<file path="src/rtl/tank_shell_if.sv">
// tank_shell_if: bundles the tank-shell block's data signals.
//   keycode     - current keyboard keycode (to shell)
//   TankX/TankY - tank position (to shell)
//   hit         - collision logic reports the live shell hit something (to shell)
//   ShellX/ShellY, ShellActive, Fired - registered shell state (from shell)
// Modports: master = the environment around the shell (keyboard, tank, collision),
//           slave  = the tank_shell block itself.
interface tank_shell_if;
  logic [7:0] keycode;
  logic [9:0] TankX;
  logic [9:0] TankY;
  logic       hit;
  logic [9:0] ShellX;
  logic [9:0] ShellY;
  logic       ShellActive;
  logic       Fired;

  modport master (
    output keycode, TankX, TankY, hit,
    input  ShellX, ShellY, ShellActive, Fired
  );

  modport slave (
    input  keycode, TankX, TankY, hit,
    output ShellX, ShellY, ShellActive, Fired
  );
endinterface

</file>
<file path="src/rtl/tank_shell.sv">
// tank_shell: launches a single shell from just above the tank on a fire-key
// press, moves it up Shell_Step pixels per frame until it leaves the top of the
// playfield or is hit, then holds off further shots for Cooldown_Frames frames.
// Ports:
//   frame_clk - frame-rate clock, all updates on its rising edge
//   Reset_n   - synchronous active-low reset
//   bus       - tank_shell_if.slave (keycode, TankX, TankY, hit in;
//               ShellX, ShellY, ShellActive, Fired out, all registered)
//
// state       | meaning
// ------------+-----------------------------------------------------------
// ST_IDLE     | no shell live, waiting for a fire-key press edge
// ST_FLYING   | shell live, rising one step per frame
// ST_COOLDOWN | reload: down-counter runs to 1, presses are discarded
module tank_shell #(
  parameter logic [7:0] Fire_Key        = 8'h2C,
  parameter logic [9:0] Shell_Step      = 10'd4,
  parameter logic [9:0] Spawn_Offset    = 10'd8,
  parameter logic [9:0] Shell_Y_Min     = 10'd0,
  parameter logic [7:0] Cooldown_Frames = 8'd15
) (
  input  logic      frame_clk,
  input  logic      Reset_n,
  tank_shell_if.slave bus
);

  localparam logic [1:0] ST_IDLE     = 2'd0;
  localparam logic [1:0] ST_FLYING   = 2'd1;
  localparam logic [1:0] ST_COOLDOWN = 2'd2;

  // Exit threshold widened by one bit so Shell_Y_Min + Shell_Step cannot wrap.
  localparam logic [10:0] TopLimit = {1'b0, Shell_Y_Min} + {1'b0, Shell_Step};

  logic [1:0] state_q, state_d;
  logic [9:0] shell_x_q, shell_x_d;
  logic [9:0] shell_y_q, shell_y_d;
  logic       active_q, active_d;
  logic       fired_q, fired_d;
  logic [7:0] cnt_q, cnt_d;
  logic       key_prev_q, key_prev_d;

  logic fire_key_now;
  logic fire_req;
  logic at_top;

  assign fire_key_now = (bus.keycode == Fire_Key);
  assign fire_req     = fire_key_now && !key_prev_q;
  assign at_top       = ({1'b0, shell_y_q} < TopLimit);

  always_comb begin
    state_d    = state_q;
    shell_x_d  = shell_x_q;
    shell_y_d  = shell_y_q;
    active_d   = active_q;
    cnt_d      = cnt_q;
    fired_d    = 1'b0;
    key_prev_d = fire_key_now;

    case (state_q)
      ST_IDLE: begin
        // A press while the tank is too close to the top is dropped rather
        // than spawning a shell at a wrapped Y.
        if (fire_req && (bus.TankY >= Spawn_Offset)) begin
          shell_x_d = bus.TankX;
          shell_y_d = bus.TankY - Spawn_Offset;
          active_d  = 1'b1;
          fired_d   = 1'b1;
          state_d   = ST_FLYING;
        end
      end

      ST_FLYING: begin
        if (bus.hit || at_top) begin
          // Position is frozen at the point of exit for the mapper.
          active_d = 1'b0;
          cnt_d    = Cooldown_Frames;
          state_d  = (Cooldown_Frames == 8'd0) ? ST_IDLE : ST_COOLDOWN;
        end else begin
          shell_y_d = shell_y_q - Shell_Step;
        end
      end

      ST_COOLDOWN: begin
        // <= 1 also recovers cleanly should the counter ever read 0 here.
        if (cnt_q <= 8'd1) begin
          cnt_d   = 8'd0;
          state_d = ST_IDLE;
        end else begin
          cnt_d = cnt_q - 8'd1;
        end
      end

      default: begin
        state_d  = ST_IDLE;
        active_d = 1'b0;
        cnt_d    = 8'd0;
      end
    endcase
  end

  always_ff @(posedge frame_clk) begin
    if (!Reset_n) begin
      state_q    <= ST_IDLE;
      shell_x_q  <= 10'd0;
      shell_y_q  <= 10'd0;
      active_q   <= 1'b0;
      fired_q    <= 1'b0;
      cnt_q      <= 8'd0;
      key_prev_q <= 1'b0;
    end else begin
      state_q    <= state_d;
      shell_x_q  <= shell_x_d;
      shell_y_q  <= shell_y_d;
      active_q   <= active_d;
      fired_q    <= fired_d;
      cnt_q      <= cnt_d;
      key_prev_q <= key_prev_d;
    end
  end

  assign bus.ShellX      = shell_x_q;
  assign bus.ShellY      = shell_y_q;
  assign bus.ShellActive = active_q;
  assign bus.Fired       = fired_q;

endmodule

</file>
<file path="src/flat_wrapper.sv">
// flat-port wrapper written by rule: the top's interface ports become plain ports
module tank_shell_flat 
#(
  parameter logic [7:0] Fire_Key        = 8'h2C,
  parameter logic [9:0] Shell_Step      = 10'd4,
  parameter logic [9:0] Spawn_Offset    = 10'd8,
  parameter logic [9:0] Shell_Y_Min     = 10'd0,
  parameter logic [7:0] Cooldown_Frames = 8'd15
)
  (frame_clk, Reset_n, bus_keycode, bus_TankX, bus_TankY, bus_hit, bus_ShellX, bus_ShellY, bus_ShellActive, bus_Fired);
  tank_shell_if bus_i ();
  input  logic frame_clk;
  input  logic Reset_n;
  input wire logic [$bits(bus_i.keycode)-1:0] bus_keycode;
  input wire logic [$bits(bus_i.TankX)-1:0] bus_TankX;
  input wire logic [$bits(bus_i.TankY)-1:0] bus_TankY;
  input wire logic [$bits(bus_i.hit)-1:0] bus_hit;
  output wire logic [$bits(bus_i.ShellX)-1:0] bus_ShellX;
  output wire logic [$bits(bus_i.ShellY)-1:0] bus_ShellY;
  output wire logic [$bits(bus_i.ShellActive)-1:0] bus_ShellActive;
  output wire logic [$bits(bus_i.Fired)-1:0] bus_Fired;
  assign bus_i.keycode = bus_keycode;
  assign bus_i.TankX = bus_TankX;
  assign bus_i.TankY = bus_TankY;
  assign bus_i.hit = bus_hit;
  assign bus_ShellX = bus_i.ShellX;
  assign bus_ShellY = bus_i.ShellY;
  assign bus_ShellActive = bus_i.ShellActive;
  assign bus_Fired = bus_i.Fired;
  tank_shell #(.Fire_Key(Fire_Key), .Shell_Step(Shell_Step), .Spawn_Offset(Spawn_Offset), .Shell_Y_Min(Shell_Y_Min), .Cooldown_Frames(Cooldown_Frames)) u_core (.frame_clk(frame_clk), .Reset_n(Reset_n), .bus(bus_i));
endmodule
</file>
<file path="config.mk">
export PLATFORM = sky130hd
export DESIGN_NAME = tank_shell_flat
export DESIGN_NICKNAME = d
export VERILOG_FILES = /design/src/rtl/tank_shell_if.sv /design/src/rtl/tank_shell.sv /design/src/flat_wrapper.sv
export SDC_FILE = /design/constraint.sdc
export NUM_CORES = 1
export LEC_CHECK = 0
export CAP_MARGIN = 0
export CELL_PAD_IN_SITES_DETAIL_PLACEMENT = 0
export CELL_PAD_IN_SITES_GLOBAL_PLACEMENT = 1
export CORE_MARGIN = 2
export CORE_UTILIZATION = 31
export DETAILED_ROUTE_END_ITERATION = 8
export PLACE_DENSITY_LB_ADDON = 0.1
export SLEW_MARGIN = 20
export SYNTH_ARGS = -nofsm -noshare
export SYNTH_HDL_FRONTEND = slang
export SYNTH_SLANG_ARGS = --single-unit
</file>
<file path="constraint.sdc">
create_clock -name frame_clk -period 2.02 [get_ports frame_clk]
set_input_delay 0.303 -clock frame_clk [delete_from_list [all_inputs] [get_ports frame_clk]]
set_output_delay 0.303 -clock frame_clk [all_outputs]
set_load 0.01 [all_outputs]
</file>
## After elaboration in Yosys (flattened, before gate mapping)

Cells that the tools add are included.

- Register bits after elaboration: 33
- Input port bits: 31

- Add/sub/neg operators: 3
- Magnitude comparators: 3
- Equal/unequal tests: 7
- Multiplexer cells: 14
- Bitwise gates (word level): 2
- Reduce and logical (&&, ||, !) cells: 12

Operator list:

| cell | count |
|---|---|
| case mux 8 bit (3 select lines) | 1 |
| two-way mux 10 bit | 2 |
| case mux 10 bit (2 select lines) | 1 |
| two-way mux 8 bit | 2 |
| greater-or-equal comparator 10 x 4 -> 1 bit (second input constant) | 1 |
| less-than comparator 10 x 3 -> 1 bit (second input constant) | 1 |
| subtractor 10 x 3 -> 10 bit (second input constant) | 1 |
| subtractor 10 x 4 -> 10 bit (second input constant) | 1 |
| AND reduction 3 bit | 3 |
| equality test 8 x 6 -> 1 bit (second input constant) | 1 |
| <= comparator 8 x 1 -> 1 bit (second input constant) | 1 |
| subtractor 8 x 1 -> 8 bit (second input constant) | 1 |
| two-way mux 2 bit | 3 |
| inequality test 2 x 1 -> 1 bit (second input constant) | 3 |
| case mux 2 bit (3 select lines) | 1 |
| AND reduction 2 bit | 3 |
| two-way mux 1 bit | 3 |
| case mux 1 bit (3 select lines) | 1 |
| equality test 2 x 1 -> 1 bit (second input constant) | 1 |
| equality test 2 bit (second input constant) | 1 |
| logical AND 1 bit | 2 |
| logical NOT 2 bit | 1 |
| inequality test 2 bit (second input constant) | 1 |
| inverter 1 bit | 2 |
| 3 further kinds | 3 |

## Logic depth before layout (Yosys ltp)

- Word-level depth: 5
- Mapped depth: 8

## Worst setup path after synthesis

No wires, ideal clock.

- Path type: reg-to-reg
- Start: register u_core.shell_y_q[2] (netlist: u_core.bus.ShellY[2])
- End: register u_core.shell_y_q[4] (netlist: u_core.bus.ShellY[4])
- Library setup time: 0.135 ns
- Data arrival time: 1.832 ns
- Path slack: 0.054 ns
- Stages on the path, launching flop included: 9
- Period minus slack after synthesis: 1.966 ns
- Cell sequence: dfxtp_1 > inv_1 > ha_1 > nor4b_4 > a21oi_2 > clkbuf_1 > nor2_1 > o311ai_0 > o21ai_0

- Longest elaborated chain between the ends: 4
- Elaborated cells on any way between the ends: 7
- Classes of those cells: add/sub (1); order compare (1); eq/ne (1); mux (2); reduce/logical (2)

Ends and longest elaborated chain:

| element | line | text |
|---|---|---|
| from (decl) | tank_shell.sv:36 | `logic [9:0] shell_y_q, shell_y_d;` |
| from (signal assigned) | tank_shell.sv:113 | `shell_y_q <= shell_y_d;` |
| less-than comparator 10 x 3 -> 1 bit | tank_shell.sv:48 | `assign at_top = ({1'b0, shell_y_q} < TopLimit);` |
| logical OR 1 bit | tank_shell.sv:73 | `if (bus.hit \|\| at_top) begin` |
| inequality test 2 bit (no line) | - |  |
| AND reduction 3 bit (no line) | - |  |

Several ways; a longest one is shown, not always the timed one. The select of a mux whose other input is x is not followed.
A chain may end at the register's enable or synchronous reset.

## Final worst setup path

- Start: register u_core.shell_y_q[3] (netlist: u_core.bus.ShellY[3])
- End: register u_core.cnt_q[7]

- Longest elaborated chain between the ends: 4

Ends and longest elaborated chain:

| element | line | text |
|---|---|---|
| less-than comparator 10 x 3 -> 1 bit | tank_shell.sv:48 |  |
| logical OR 1 bit | tank_shell.sv:73 |  |
| inequality test 2 x 1 -> 1 bit (no line) | - |  |
| AND reduction 2 bit (no line) | - |  |
| to (signal assigned) | tank_shell.sv:116 | `cnt_q <= cnt_d;` |
| to (decl) | tank_shell.sv:39 | `logic [7:0] cnt_q, cnt_d;` |

No other way between the ends.

==> tab_implementation.tex <==
\begin{tabular}{lr}
\hline
Metric & Value \\
\hline
\multicolumn{2}{l}{\textbf{Floorplan}} \\
\quad Number of rows in the core area & 28 \\
\quad Die width & 81.03 µm \\
\quad Boundary Pins & 53 \\
\quad Initial core utilization & 0.3163 \\
\quad Area enclosed by the die boundary & 6565 µm² \\
\quad Area of the core & 5816 µm² \\
\quad DIE HEIGHT & 81.03 µm \\
\multicolumn{2}{l}{\textbf{Flow run}} \\
\quad Reported max-cap violation count & 0 \\
\multicolumn{2}{l}{\textbf{Final layout}} \\
\quad Antenna diode count & 0 \\
\quad Layout overhead on the synthesized area & 52.11\% \\
\quad Summed area of non-filler cells in the final layout & 2798 µm² \\
\quad Leading cell type in the layout, fill and taps excluded & sky130\_fd\_sc\_hd\_\_clkdlybuf4s50\_1 \\
\quad Proportion of layout cells with a drive suffix above 1 & 0.1807 \\
\quad Finished Layout Cells & 396 \\
\quad Most used cells in the layout excluding fill and tap cells & sky130\_fd\_sc\_hd\_\_clkdlybuf4s50\_1 (52), sky130\_fd\_sc\_hd\_\_buf\_4 (37), sky130\_fd\_sc\_hd\_\_dfxtp\_1 (33), sky130\_fd\_sc\_hd\_\_nand2\_1 (32), sky130\_fd\_sc\_hd\_\_a21oi\_1 (23) \\
\quad Final core occ & 0.4811 \\
\quad Final net count & 358 \\
\multicolumn{2}{l}{\textbf{Clock network}} \\
\quad Clock transition at the register clock pins on the worst setup and hold paths after CTS & 0.07 ns \\
\quad Worst-case clock buffer depth & 2 \\
\quad Root buffer selected by CTS & sky130\_fd\_sc\_hd\_\_clkbuf\_8 \\
\quad TritonCTS clock tree & done \\
\quad Clock latency of the later-clocked register in the worst-skew pair & 0.28 ns \\
\quad Inserted Clock Buffers & 5 \\
\quad H-tree depth & 2 \\
\quad Clock net sink count & 33 \\
\multicolumn{2}{l}{\textbf{Timing}} \\
\quad Total negative slack & 0 ns \\
\quad Highest attainable clock frequency & 519.2 MHz \\
\quad Max Clock Skew & 0.005546 ns \\
\quad Setup violations, final & 0 \\
\quad Total count of max-transition violations in the final report & 0 \\
\quad Final worst path period share & 0.9536 \\
\quad Worst max-slew margin expressed relative to the limit & 0.6030 \\
\quad Transition at the pin with the smallest max-transition slack & 0.5862 ns \\
\quad Min Tclk post-route & 1.926 ns \\
\quad PnR worst setup slack & 0.09381 ns \\
\quad Hold violation total from the final report & 0 \\
\quad Smallest hold slack & 0.4546 ns \\
\multicolumn{2}{l}{\textbf{Pwr}} \\
\quad Int Pwr & 0.9742 mW \\
\quad Switching power total & 0.3031 mW \\
\quad VDD IR-drop max & 237.9 µV \\
\quad Part of the total power dissipated in sequential elements & 0.511 \\
\quad Power per cell area & 456.6 nW/µm² \\
\quad Combinational share of power & 0.104 \\
\quad Share of total power in the clock network & 0.385 \\
\quad Total power draw & 1.277 mW \\
\quad Fraction of power spent switching nets & 0.2373 \\
\quad Leakage dissipation & 1.071 nW \\
\multicolumn{2}{l}{\textbf{Synthesis}} \\
\quad \#FFs+latches synth & 33 \\
\quad Cell count after synthesis & 233 \\
\quad Number of warnings printed during yosys synthesis & 0 \\
\quad Sequential-to-total area share from yosys stat & 0.3592 \\
\quad Post-Syn Area & 1839 µm² \\
\quad Total nets after synthesis & 271 \\
\quad Primary flip-flop cell chosen by synthesis mapping & sky130\_fd\_sc\_hd\_\_dfxtp\_1 \\
\quad Async set-or-reset flop fraction in the synthesized netlist & 0 \\
\quad Post-synthesis cell type count & 49 \\
\quad Post-synth EDFFs & 0 \\
\quad Post-synthesis average cell area & 7.894 µm² \\
\multicolumn{2}{l}{\textbf{Placed design}} \\
\quad Post-place setup slack & -0.2090 ns \\
\quad Detailed placement HPWL & 4108 µm \\
\quad Total placed instance area & 2690 µm² \\
\quad Final weighted congestion of routability-driven global placement & 0.8208 \\
\quad Count of buffers inserted at the top-level ports & 52 \\
\quad DP Cell Count & 387 \\
\multicolumn{2}{l}{\textbf{Drt}} \\
\quad WL per Instance & 13.37 µm \\
\quad Count of nets left with antenna violations after detail routing & 0 \\
\quad DRC Markers & 0 \\
\quad Iteration-0 DRC Markers & 88 \\
\quad First-pass iteration count of the detailed router & 4 \\
\quad Aggregate routed wire length & 5296 µm \\
\quad Via count & 2002 \\
\quad Via density per instance & 5.056 \\
\multicolumn{2}{l}{\textbf{Worst setup path}} \\
\quad Crit Path Class & reg -> reg \\
\quad Critical Path AT & 2.15 ns \\
\quad Worst-path maximum fanout & 4 \\
\quad Endpoint required time on the critical path & 2.24 ns \\
\quad Start of the worst register-to-register path & u\_core.bus.ShellY[3] \\
\quad Nature of the critical path startpoint & register \\
\quad Type of element capturing the critical path & register \\
\quad Launching instance or port of the critical path & u\_core.bus.ShellY[3] \\
\multicolumn{2}{l}{\textbf{Worst hold path}} \\
\quad Tightest Hold Check Type & reg -> reg \\
\quad Hold Startpoint & u\_core.bus.ShellX[2] \\
\multicolumn{2}{l}{\textbf{Global route}} \\
\quad Initial antenna violation count & 0 \\
\quad Wire length of the first global-routing pass & 8811 µm \\
\quad Overflow after GRT & 0 \\
\quad Number of global-route vias before repair & 1894 \\
\quad Maximum number of pins on one net before global-route repair & 25 \\
\quad Global-route usage over all layers & 0.1715 \\
\multicolumn{2}{l}{\textbf{Status}} \\
\quad Status & completed \\
\hline
\end{tabular}
==> cell type report <==
| cell class | count | area, µm² |
|---|---|---|
| Inverter | 14 | 52.55 |
| Timing Repair Buffer | 89 | 798.3 |
| Multi-Input combinational cell | 177 | 1106 |
| Tap cell | 75 | 93.84 |
| Clock buffer | 5 | 68.82 |
| Sequential cell | 33 | 660.6 |
| Fill cell | 622 | 3018 |
| Clock inverter | 3 | 17.52 |
==> cells in the mapped netlist, types with 3 or more instances <==
cell type | number | area, µm²
sky130_fd_sc_hd__o311ai_0 | 4 | 35.03
sky130_fd_sc_hd__xor2_1 | 3 | 26.28
sky130_fd_sc_hd__o21ai_0 | 12 | 60.06
sky130_fd_sc_hd__a31oi_1 | 7 | 43.79
sky130_fd_sc_hd__nor4_1 | 4 | 25.02
sky130_fd_sc_hd__a21oi_1 | 23 | 115.1
sky130_fd_sc_hd__nand2b_1 | 3 | 18.77
sky130_fd_sc_hd__nand2_1 | 32 | 120.1
sky130_fd_sc_hd__nand3_1 | 3 | 15.01
sky130_fd_sc_hd__inv_1 | 14 | 52.55
sky130_fd_sc_hd__clkbuf_1 | 9 | 33.78
sky130_fd_sc_hd__or3_1 | 6 | 37.54
sky130_fd_sc_hd__nor2_1 | 20 | 75.07
sky130_fd_sc_hd__ha_1 | 7 | 87.58
sky130_fd_sc_hd__o21a_1 | 3 | 22.52
sky130_fd_sc_hd__a21o_1 | 3 | 22.52
sky130_fd_sc_hd__dfxtp_1 | 33 | 660.6
sky130_fd_sc_hd__nor3_1 | 7 | 35.03
==> worst paths after layout <==
check             slack (ns)                   end  depth (start not counted)
setup reg to reg        0.09       u_core.cnt_q[7]                          7
setup / recovery        0.09       u_core.cnt_q[7]                          7
hold reg to reg         0.45  u_core.bus.ShellX[2]                          2
hold / removal          0.45  u_core.bus.ShellX[2]                          2
==> worst max-delay path, cell delays in order (launching register included) <==
cell and delay, ns:
sky130_fd_sc_hd__dfxtp_1 0.31, sky130_fd_sc_hd__inv_1 0.08, sky130_fd_sc_hd__ha_2 0.19, sky130_fd_sc_hd__nor4b_4 0.25, sky130_fd_sc_hd__a21oi_2 0.13, sky130_fd_sc_hd__or2_4 0.25, sky130_fd_sc_hd__or4_1 0.52, sky130_fd_sc_hd__a21oi_1 0.13
==> kinds of logic after synthesis <==
family          after synthesis  synth area share
mux                           1          0.005442
compound gates               72            0.2565
fa+ha+maj                     7           0.04762
xor+xnor                      5           0.02381
simple gates                 92            0.2605
buf+inv                      23           0.04694
flops                        33            0.3592
==> metal layers <==
layer	part of all wire	wire, µm	global-route usage
met3	0.035	187	0.03222
met1	0.48	2530	0.2306
met5	0	0	0
met2	0.48	2522	0.2769
met4	0.010	55	0.05593
==> sequential cells by signal (all words and copies together) (netlist names) <==
name	flops
u_core.bus.ShellActive	1
u_core.bus.Fired	1
u_core.key_prev_q	1
u_core.cnt_q	8
u_core.bus.ShellY	10
u_core.state_q	2
u_core.bus.ShellX	10
==> power by group through the flow <==
stage / clock [mW] / combinational [mW] / sequential, mW
5_1_grt: 0.541 / 0.145 / 0.652
4_1_cts: 0.510 / 0.135 / 0.652
3_5_place_dp: 0 / 0.134 / 0.668
2_1_floorplan: 0 / 0.0376 / 0.668
6_report: 0.492 / 0.133 / 0.653
3_3_place_gp: 0 / 0.134 / 0.668
==> what timing repair did <==
action | in CTS | in global routing
hold buffers | 0 | 0
setup buffers | 0 | 1
endpoints found under the setup margin | 0 | 5
resized for setup | 0 | 5
Power figures use the tool's default switching activity.
